### config.mk
export PLATFORM = sky130hd
export DESIGN_NAME = sub_result_queue
export DESIGN_NICKNAME = d
export VERILOG_FILES = /design/src/rtl/sub_result_queue.sv
export SDC_FILE = /design/constraint.sdc
export NUM_CORES = 1
export LEC_CHECK = 0
export ABC_AREA = 1
export CAP_MARGIN = 20
export CORE_ASPECT_RATIO = 0.6
export CORE_MARGIN = 8
export CORE_UTILIZATION = 55
export DETAILED_ROUTE_END_ITERATION = 6
export GPL_TIMING_DRIVEN = 0
export PLACE_DENSITY_LB_ADDON = 0.1
export SETUP_SLACK_MARGIN = 0.4
export SLEW_MARGIN = 10
export SYNTH_ARGS = -nofsm -noshare
export SYNTH_HDL_FRONTEND = slang
export SYNTH_SLANG_ARGS = --single-unit
### constraint.sdc
create_clock -name clk -period 2.8 [get_ports clk]
set_input_delay 0.56 -clock clk [delete_from_list [all_inputs] [get_ports clk]]
set_output_delay 0.56 -clock clk [all_outputs]
set_load 0.05 [all_outputs]
### src/rtl/sub_result_queue.sv
// Result queue that sits behind the 8-bit subtractor. Each difference is
// buffered with its status flags, and results are handed on over valid/ready.
module sub_result_queue #(
    parameter int unsigned DEPTH = 4,
    parameter int unsigned CNT_W = 8
) (
    input  logic                     clk,
    input  logic                     rst,
    input  logic                     in_valid,
    output logic                     in_ready,
    input  logic [7:0]               s,
    input  logic                     cout,
    input  logic                     a_msb,
    input  logic                     b_msb,
    output logic                     out_valid,
    input  logic                     out_ready,
    output logic [7:0]               out_diff,
    output logic                     out_borrow,
    output logic                     out_zero,
    output logic                     out_neg,
    output logic                     out_ovf,
    output logic [$clog2(DEPTH):0]   level,
    output logic [CNT_W-1:0]         total,
    output logic                     ovf_sticky
);

    localparam int unsigned PTR_W = $clog2(DEPTH);
    localparam int unsigned LVL_W = PTR_W + 1;

    typedef struct packed {
        logic [7:0] diff;
        logic       borrow;
        logic       zero;
        logic       neg;
        logic       ovf;
    } entry_t;

    entry_t             mem [DEPTH];
    entry_t             new_entry;
    entry_t             head;
    logic [PTR_W-1:0]   wr_ptr;
    logic [PTR_W-1:0]   rd_ptr;
    logic [LVL_W-1:0]   level_nxt;
    logic               push;
    logic               pop;

    // Handshakes, push-time flag derivation and next occupancy
    always_comb begin
        push             = in_valid && in_ready;
        pop              = out_valid && out_ready;
        new_entry.diff   = s;
        new_entry.borrow = ~cout;
        new_entry.zero   = (s == 8'h00);
        new_entry.neg    = s[7];
        new_entry.ovf    = (a_msb != b_msb) && (s[7] != a_msb);
        level_nxt        = level;
        case ({push, pop})
            2'b10:   level_nxt = level + LVL_W'(1);
            2'b01:   level_nxt = level - LVL_W'(1);
            default: level_nxt = level;
        endcase
    end

    // Storage; clearing it on reset makes the head read zero during reset
    always_ff @(posedge clk or posedge rst) begin
        if (rst) begin
            for (int unsigned i = 0; i < DEPTH; i++) begin
                mem[i] <= '0;
            end
        end else if (push) begin
            mem[wr_ptr] <= new_entry;
        end
    end

    // Pointers, occupancy, status and counters
    always_ff @(posedge clk or posedge rst) begin
        if (rst) begin
            wr_ptr     <= '0;
            rd_ptr     <= '0;
            level      <= '0;
            in_ready   <= 1'b1;
            out_valid  <= 1'b0;
            total      <= '0;
            ovf_sticky <= 1'b0;
        end else begin
            if (push) begin
                wr_ptr <= wr_ptr + PTR_W'(1);
                total  <= total + CNT_W'(1);
                if (new_entry.ovf) begin
                    ovf_sticky <= 1'b1;
                end
            end
            if (pop) begin
                rd_ptr <= rd_ptr + PTR_W'(1);
            end
            level     <= level_nxt;
            in_ready  <= (level_nxt != LVL_W'(DEPTH));
            out_valid <= (level_nxt != LVL_W'(0));
        end
    end

    assign head       = mem[rd_ptr];
    assign out_diff   = head.diff;
    assign out_borrow = head.borrow;
    assign out_zero   = head.zero;
    assign out_neg    = head.neg;
    assign out_ovf    = head.ovf;

endmodule

# Yosys cells after proc, flatten, opt, wreduce, memory -nomap -nowiden
# Cells that the tools add are included.
[word_totals] out_inout_bits=26 latch_bits=0 ramBits=0 ff_bits=66 inputBits=15 n_memories=0 romBits=0
[op_classes] n_div=0 add_sub_neg=5 bitwise=3 mux=7 mul=0 n_eq_ne=5 reduce_logical=7 magnitude_cmp=3 n_shift=0
[op_table] operator="$bwmux 48" n=1
[op_table] operator="$mux 12" n=3
[op_table] operator="$bmux 12 s2" n=1
[op_table] operator="$demux 12 s2" n=1
[op_table] operator="$add 8x1->8 const B" n=1
[op_table] operator="$logic_not 8->1" n=1
[op_table] operator="$ge 3x3->1 const B" n=2
[op_table] operator="$not 2->3" n=2
[op_table] operator="$pmux 3 s2" n=1
[op_table] operator="$add 2x1->2 const B" n=2
[op_table] operator="$logic_and 1x1->1" n=4
[op_table] operator="$add 3x1->3 const B" n=1
[op_table] operator="$lt 3x1->1 const B" n=1
[op_table] operator="$ne 3x3->1 const B" n=1
[op_table] operator="$reduce_bool 3->1" n=1
[op_table] operator="$sub 3x1->3 const B" n=1
[op_table] operator="$eq 2x1->1 const B" n=1
[op_table] operator="$eq 2x2->1 const B" n=1
[op_table] operator="$ne 1x1->1" n=2
[op_table] operator="$reduce_and 2->1" n=1
[op_table] operator="$not 1->1" n=1

# Logic depth before layout (Yosys ltp)
# Gate-level depths: netlist (run 1).
[logic_depth] word_depth=6 depth_mapped=10 ltp_nobuf=10

# Worst setup path after synthesis (run 1)
# OpenSTA, ideal clock, no wires.
[synth_timing] path_type="register to output" start="register rd_ptr[0]" end="output port out_diff[7]" stages_incl_launch_ff=6 t_arrival_ns=1.868 path_buffers=2 setup_slack_ns=0.372 cell_sequence="dfrtp_1 -> inv_1 -> clkbuf_2 -> nor2_1 -> o22ai_1 -> buf_4"
[synth_via] elab_chain_cells=4
[synth_lines] element="start, declared" line="42" source="logic [PTR_W-1:0] rd_ptr;"
[synth_lines] element="start signal, assigned" line="94" source="rd_ptr <= rd_ptr + PTR_W'(1);"
[synth_lines] element="$not 2->3 (not written as such)" line="102" source="assign head = mem[rd_ptr];"
[synth_lines] element="$bmux 12 s2" line="102"
[synth_lines] element="$mux 12 (not written as such) (2 in a row)" line="102"
[synth_lines] element="end, declared" line="17" source="output logic [7:0] out_diff,"
# No other way between the ends. The select of a mux whose other input is x is not followed.

# Worst setup path after layout (run 1)
[layout_timing] start="register rd_ptr[0]" end="output port out_diff[6]"
# The elaborated chain is that of the path after synthesis.

==> results of run 1 <==
-- where the power goes --
group	internal (mW)	total [mW]	switching [mW]
Clock	0.641	0.973	0.332
Sequential	1.28	1.53	0.259
Combinational	0.847	2.70	1.85
Total	2.76	5.20	2.44
-- metrics by stage --
stage / area, sq um / hold slack, ns / utilization (%) / power, mW / instances
6_report: 3670 / 0.478 / 71.3 / 5.20 / 452
3_5_place_dp: 3470 / 0.463 / 67.4 / 4.37 / 436
4_1_cts: 3670 / 0.480 / 71.2 / 5.22 / 452
3_3_place_gp: 3470 / 0.458 / 67.3 / 4.30 / 436
5_1_grt: 3670 / 0.493 / 71.3 / 5.52 / 452
2_1_floorplan: 2990 / 0.444 / - / 3.50 / 330
-- routing by layer --
metal	vias to the layer above	global-route usage, %	wire length [um]
met4	0	3.82	51
met3	9	6.81	569
met1	1084	23.9	3320
met5	-	0	0
met2	72	28.4	3130
li1	1170	-	-
-- registers in the layout, summed over array words and instances, names as in the netlist --
name and cells:
in_ready 1, level 3, mem 44, out_valid 1, ovf_sticky 1, rd_ptr 2, total 8, wr_ptr 2
-- worst max-delay path, cell delays in order, from the launching register on --
cell and delay (ns):
dfrtp_1 0.48, buf_2 0.29, o21ai_0 0.15, o22ai_1 0.19, buf_2 0.29
-- cells in the mapped netlist (all sizes together) --
cell and n:
buf 13, clkbuf 2, dfrtp 61, dfstp 1, fa 1, ha 6, inv 34, nand2 87
nand3 8, nand4 2, nor2 32, o21ai 64, o21bai 1, o22ai 11, xnor2 3, xor2 4
-- path summary, 6_finish.rpt --
| path | to | start | slack [ns] | depth (start not counted) |
|---|---|---|---|---|
| worst max-delay path | out_diff[6] | rd_ptr[0] | 0.51 | 4 |
| worst min-delay path | mem[20] | mem[20] | 0.48 | 2 |
| worst max register to register | out_valid | in_ready | 0.92 | 7 |
| min in group asynchronous | level[2] | rst | 0.71 | 2 |
| max in group asynchronous | mem[14] | rst | 1.60 | 2 |
| worst min register to register | mem[20] | mem[20] | 0.48 | 2 |
-- repair_timing --
| action | 4_1_cts | 5_1_grt |
|---|---|---|
| pin swaps | 0 | 0 |
| resized for setup | 60 | 7 |
| endpoints found under the hold margin | 0 | 0 |
| gates cloned | 0 | 0 |
| setup endpoints to repair | 12 | 11 |
| setup buffers | 0 | 0 |
-- logic make-up (layout without fill, tap and decap cells) --
group | Yosys count | after routing | synth area share (%)
simple gates | 129 | 129 | 18.3
flops | 62 | 62 | 52.1
xor+xnor | 7 | 7 | 2.06
compound gates | 76 | 76 | 15.6
fa+ha+maj | 7 | 7 | 3.19
buf+inv | 49 | 105 | 8.77
-- area by class of cell --
cell class	count	area (sq um)	area share [%]
plain buffers	15	133	3.61
clock buffers	13	159	4.33
clock inverters	3	90.1	2.45
inverters	34	138	3.75
multi-input cells	219	1170	31.9
flip-flops and latches	62	1550	42.3
well taps	66	82.6	2.25
repair buffers	40	345	9.40
==> reports/qor.yml, run 1 <==
outcome:
  outcome: "completed"
sta:
  hold_viol_final: 0
  finalCriticalPeriod_ns: 2.29
  slew_headroom_pct: 50.9
  setup_violations: 0
  fmax_ghz: 0.436
  fin_skew_ns: 0.00807
  tightest_slew_ns: 0.737
  tns_ns: 0
  maxSlewViolCount: 0
  fin_ws_ns: 0.506
  fin_crit_sh_pct: 81.9
  rsz0062_at_grt: "no"
floorplan:
  row_count: 20
  coreArea_sq_um: 5150
  dieArea_sq_um: 8110
  die-width_um: 111
  die_y_um: 73.0
  pin_count: 41
  start_util_pct: 57.8
drt:
  postRouteWirelength_um: 7070
  ant_nets: 0
  via_per_inst: 5.17
  wl_per_cell_um: 15.6
  dr.first_iter.drc_count: 178
  drt_first_pass_iters: 5
  vias: 2335
  route.detailed.drc: 0
power:
  leakage_nw: 1.85
  pwr_density_cell_nw_per_um2: 1420
  ir_worst_vdd_v: 0.000754
critical_path:
  critical_path_class: "reg2out"
  end_kind: "primary output"
  crit_arrival_ns: 1.73
  crit_required_ns: 2.24
  path_max_fanout: 10
  critPathLaunchType: "flop"
place:
  place.port_buffers: 40
  pre_cts_slack_ns: 0.213
  gp_congestion: 0.791
  hpwl_um: 4900
yosys:
  yosysTopAreaCellShare_pct: 51.2
  syn_area_sq_um: 2980
  synth_area_leader_cell: "dfrtp_1"
  avgSynthCellArea_sq_um: 9.04
  yosysSeqAreaShare_pct: 52.1
  synth_fp_nets: 352
  netlist_top_cells_area: "dfrtp_1, nand2_1, o21ai_2, o21ai_0, inv_1"
  ys_types: 25
  yosysWarnings: 0
  ys_ff_latch: 62
  syn_inst: 330
layout:
  nFillCells: 409
  final_cell_mix: "nand2_1, dfrtp_1, inv_1"
  area_delta_synth_final_pct: 23.2
  drive_gt1_share_pct: 18.4
  layout_commonest_cell: "nand2_1"
  diodes: 0
  layout.nets: 403
clock_tree:
  cts_buffers: 9
  cts_tree: "yes"
  cts_max_level: 3
  path_clk_slew_ns: 0.07
  hold_buffers: 0
  root_buffer: "clkbuf_8"
  cts.path.max_buffers: 2
  cts.sinks: 62
  clk-insertion-delay-late_ns: 0.33
global_route:
  grt_max_degree: 63
  grt_use_total_pct: 18.3
  grt_first_pass_wirelength_um: 11700
  grt_pass1_vias: 2359
  antenna_found_initial: 0
  grt_overflow: 0
hold_path:
  hold_path_class: "reg2reg"
run:
  cap_violations: 0
Power figures use the tool's default switching activity.
==> run 2, diff against run 1 <==
--- a/config.mk
+++ b/config.mk
@@ -9,7 +9,7 @@
 export CAP_MARGIN = 20
 export CORE_ASPECT_RATIO = 0.6
 export CORE_MARGIN = 8
-export CORE_UTILIZATION = 55
+export CORE_UTILIZATION = 49
 export DETAILED_ROUTE_END_ITERATION = 6
 export GPL_TIMING_DRIVEN = 0
 export PLACE_DENSITY_LB_ADDON = 0.1
==> constraint.sdc (replaced) <==
create_clock -name clk -period 1.9 [get_ports clk]
set_input_delay 0.38 -clock clk [delete_from_list [all_inputs] [get_ports clk]]
set_output_delay 0.38 -clock clk [all_outputs]
set_load 0.05 [all_outputs]
==> run 2 against run 1 <==
Against the previous run:
- sequential share of layout area decreased by 4.2 points
- core utilization decreased by 3.3 points
- die area increased by 10%
- count of clock-buffer cells in the layout decreased by 1
- via count increased by 5.2%
- setup slack got worse by 0.56 ns
- largest cell class unchanged
- routed wire length increased by 9.2%
- hold slack got worse by 0.21 ns
- register-to-register slack got worse by 0.69 ns
- the flow now finishes with violations (negative setup slack)
- final area increased by 11%
- global-route usage increased by 0.54 points
==> reports/qor.yml, run 2 (synthesis gave the netlist of run 1 again) <==
global_route:
  grt_overflow: 0  # unchanged
  grt_first_pass_wirelength_um: 12900  # +10%
  grt_pass1_vias: 2494  # +5.7%
  grt_max_degree: 36  # -43%
  grt_use_total_pct: 18.8  # +0.54 points
  antenna_found_initial: 0  # unchanged
sta:
  fmax_ghz: 0.512
  setup_violations: 12  # +12
  fin_crit_sh_pct: 103
  fin_ws_ns: -0.0534  # -0.559 ns
  fin_skew_ns: 0.00661  # -0.00145 ns
  finalCriticalPeriod_ns: 1.95
  rsz0062_at_grt: "yes"
  slew_headroom_pct: 78.0  # +27 points
  maxSlewViolCount: 0  # unchanged
  tns_ns: -0.512  # -0.512 ns
  hold_viol_final: 0  # unchanged
  tightest_slew_ns: 0.326  # -0.411 ns
layout:
  final_cell_mix: "nand2_1, dfrtp_1, o21ai_1"
  diodes: 0  # unchanged
  largest_register_ffs: 44  # unchanged
  layout.nets: 415  # +3.0%
  regMostFlops: "mem"
  layout_commonest_cell: "nand2_1"
  area_delta_synth_final_pct: 36.8
  drive_gt1_share_pct: 32.4  # +14 points
  largestRegisters: "mem x44, total x8, level x3"
hold_path:
  hold_path_class: "in2async"
drt:
  route.detailed.drc: 0  # unchanged
  ant_nets: 0  # unchanged
  dr.first_iter.drc_count: 136  # -24%
  postRouteWirelength_um: 7720  # +9.2%
  via_per_inst: 5.10  # -1.3%
  vias: 2457  # +5.2%
  wl_per_cell_um: 16.0  # +2.4%
  drt_first_pass_iters: 5  # unchanged
clock_tree:
  cts_max_level: 3  # unchanged
  path_clk_slew_ns: 0.07  # about the same
  clk-insertion-delay-late_ns: 0.34  # about the same
  cts_buffers: 9  # unchanged
  cts.sinks: 62  # unchanged
  cts.path.max_buffers: 2  # unchanged
  cts_tree: "yes"
  root_buffer: "clkbuf_8"
floorplan:
  dieArea_sq_um: 8920  # +10%
  die_y_um: 76.4  # +4.6%
  coreArea_sq_um: 6000  # +16%
  start_util_pct: 49.7  # -8.2 points
  pin_count: 41  # unchanged
  row_count: 22  # +10%
  die-width_um: 117  # +5.1%
run:
  cap_violations: 0  # unchanged
place:
  place.port_buffers: 40  # unchanged
  hpwl_um: 5080  # +3.6%
  gp_congestion: 0.754  # -4.6%
critical_path:
  end_kind: "primary output"
  critPathLaunchType: "flop"
  crit_path_max_incr_delay_ns: 0.48  # about the same
  crit_required_ns: 1.52  # -0.72 ns
  path_max_fanout: 6  # -4
  crit_arrival_ns: 1.57  # -0.16 ns
  critical_path_class: "reg2out"
  cpMaxStageDelayCell: "dfrtp_2"
  timing.critical_path.cells: "inv_4 -> clkbuf_16 -> nor2_2 -> o22ai_4 -> buf_6 -> buf_8"
outcome:
  outcome: "complete, but fails checks"
  violations: "negative setup slack"
==> run 2: changes by cell type in the layout (fill, tap and decap cells not counted), sizes merged, moves of 2 or more <==
cell and change:
clkinv +3, clkdlybuf4s50 -15, clkdlybuf4s18 +2, buf +25, clkbuf -3, bufinv -2
==> run 2: final timing paths <==
check / endpoint / slack (ns) / from / cells past startpoint
hold / removal: level[0] / 0.27 / rst / 2
min in group clk: mem[14] / 0.47 / mem[14] / 2
setup / recovery: out_diff[7] / -0.05 / rd_ptr[0] / 6
max in group asynchronous: in_ready / 0.96 / rst / 4
hold reg to reg: mem[14] / 0.47 / mem[14] / 2
setup reg to reg: in_ready / 0.23 / in_ready / 7
==> run 2: repair_timing <==
item	4_1_cts	5_1_grt
gates resized for setup	197	16
cloned	1	0
pin swaps	8	5
buffers inserted	6	3
hold buffers	0	0
endpoints found under the setup margin	30	19
==> run 2: critical path: cells and delay by family, from the launching register on <==
kind | cells | cell delay (ns)
and+or+nand+nor | 1 | 0.04
buffers and inverters | 4 | 0.54
AOI/OAI and AO/OA | 1 | 0.16
DFF | 1 | 0.48
==> run 2: area by class of cell <==
type                    instances  area (sq um)
plain buffers                  15           169
clock buffers                  12           155
clock inverters                 4          45.0
fillers                       508          1920
inverters                      34           141
multi-input cells             219          1410
flip-flops and latches         62          1550
well taps                      84           105
repair buffers                 52           505
==> run 2: per-stage QoR <==
step / instances / hold slack, ns / utilization, % / setup WS (ns) / cell area [sq um]
after floorplan: 330 / 0.444 / - / 0.0348 / 3150
after detailed placement: 456 / 0.463 / 61.7 / -0.584 / 3700
after global placement: 454 / 0.457 / 61.0 / -0.559 / 3660
after CTS: 479 / 0.258 / 66.9 / -0.0385 / 4010
after global routing: 482 / 0.282 / 68.0 / -0.0949 / 4080
final: 482 / 0.267 / 68.0 / -0.0534 / 4080
==> run 2: metal layers <==
metal	vias up	track usage (%)	share of wire (%)
met5	-	0	0
met4	0	7.12	1.5
met3	13	5.54	6.7
met2	63	27.2	45
met1	1196	25.8	47
li1	1185	-	-
Power of run 2 is not shown: default switching activity piles up to over one toggle a cycle in this logic, so the estimate is an artifact.
==> run 3, diff against run 2 <==
--- a/config.mk
+++ b/config.mk
@@ -10,6 +10,7 @@
 export CORE_ASPECT_RATIO = 0.6
 export CORE_MARGIN = 8
 export CORE_UTILIZATION = 49
+export CTS_CLUSTER_DIAMETER = 200
 export DETAILED_ROUTE_END_ITERATION = 6
 export GPL_TIMING_DRIVEN = 0
 export PLACE_DENSITY_LB_ADDON = 0.1
==> results of run 3 <==
The final DEF is identical to that of run 2; final timing and power are the same.
Power of run 3 is left out for the same reason.
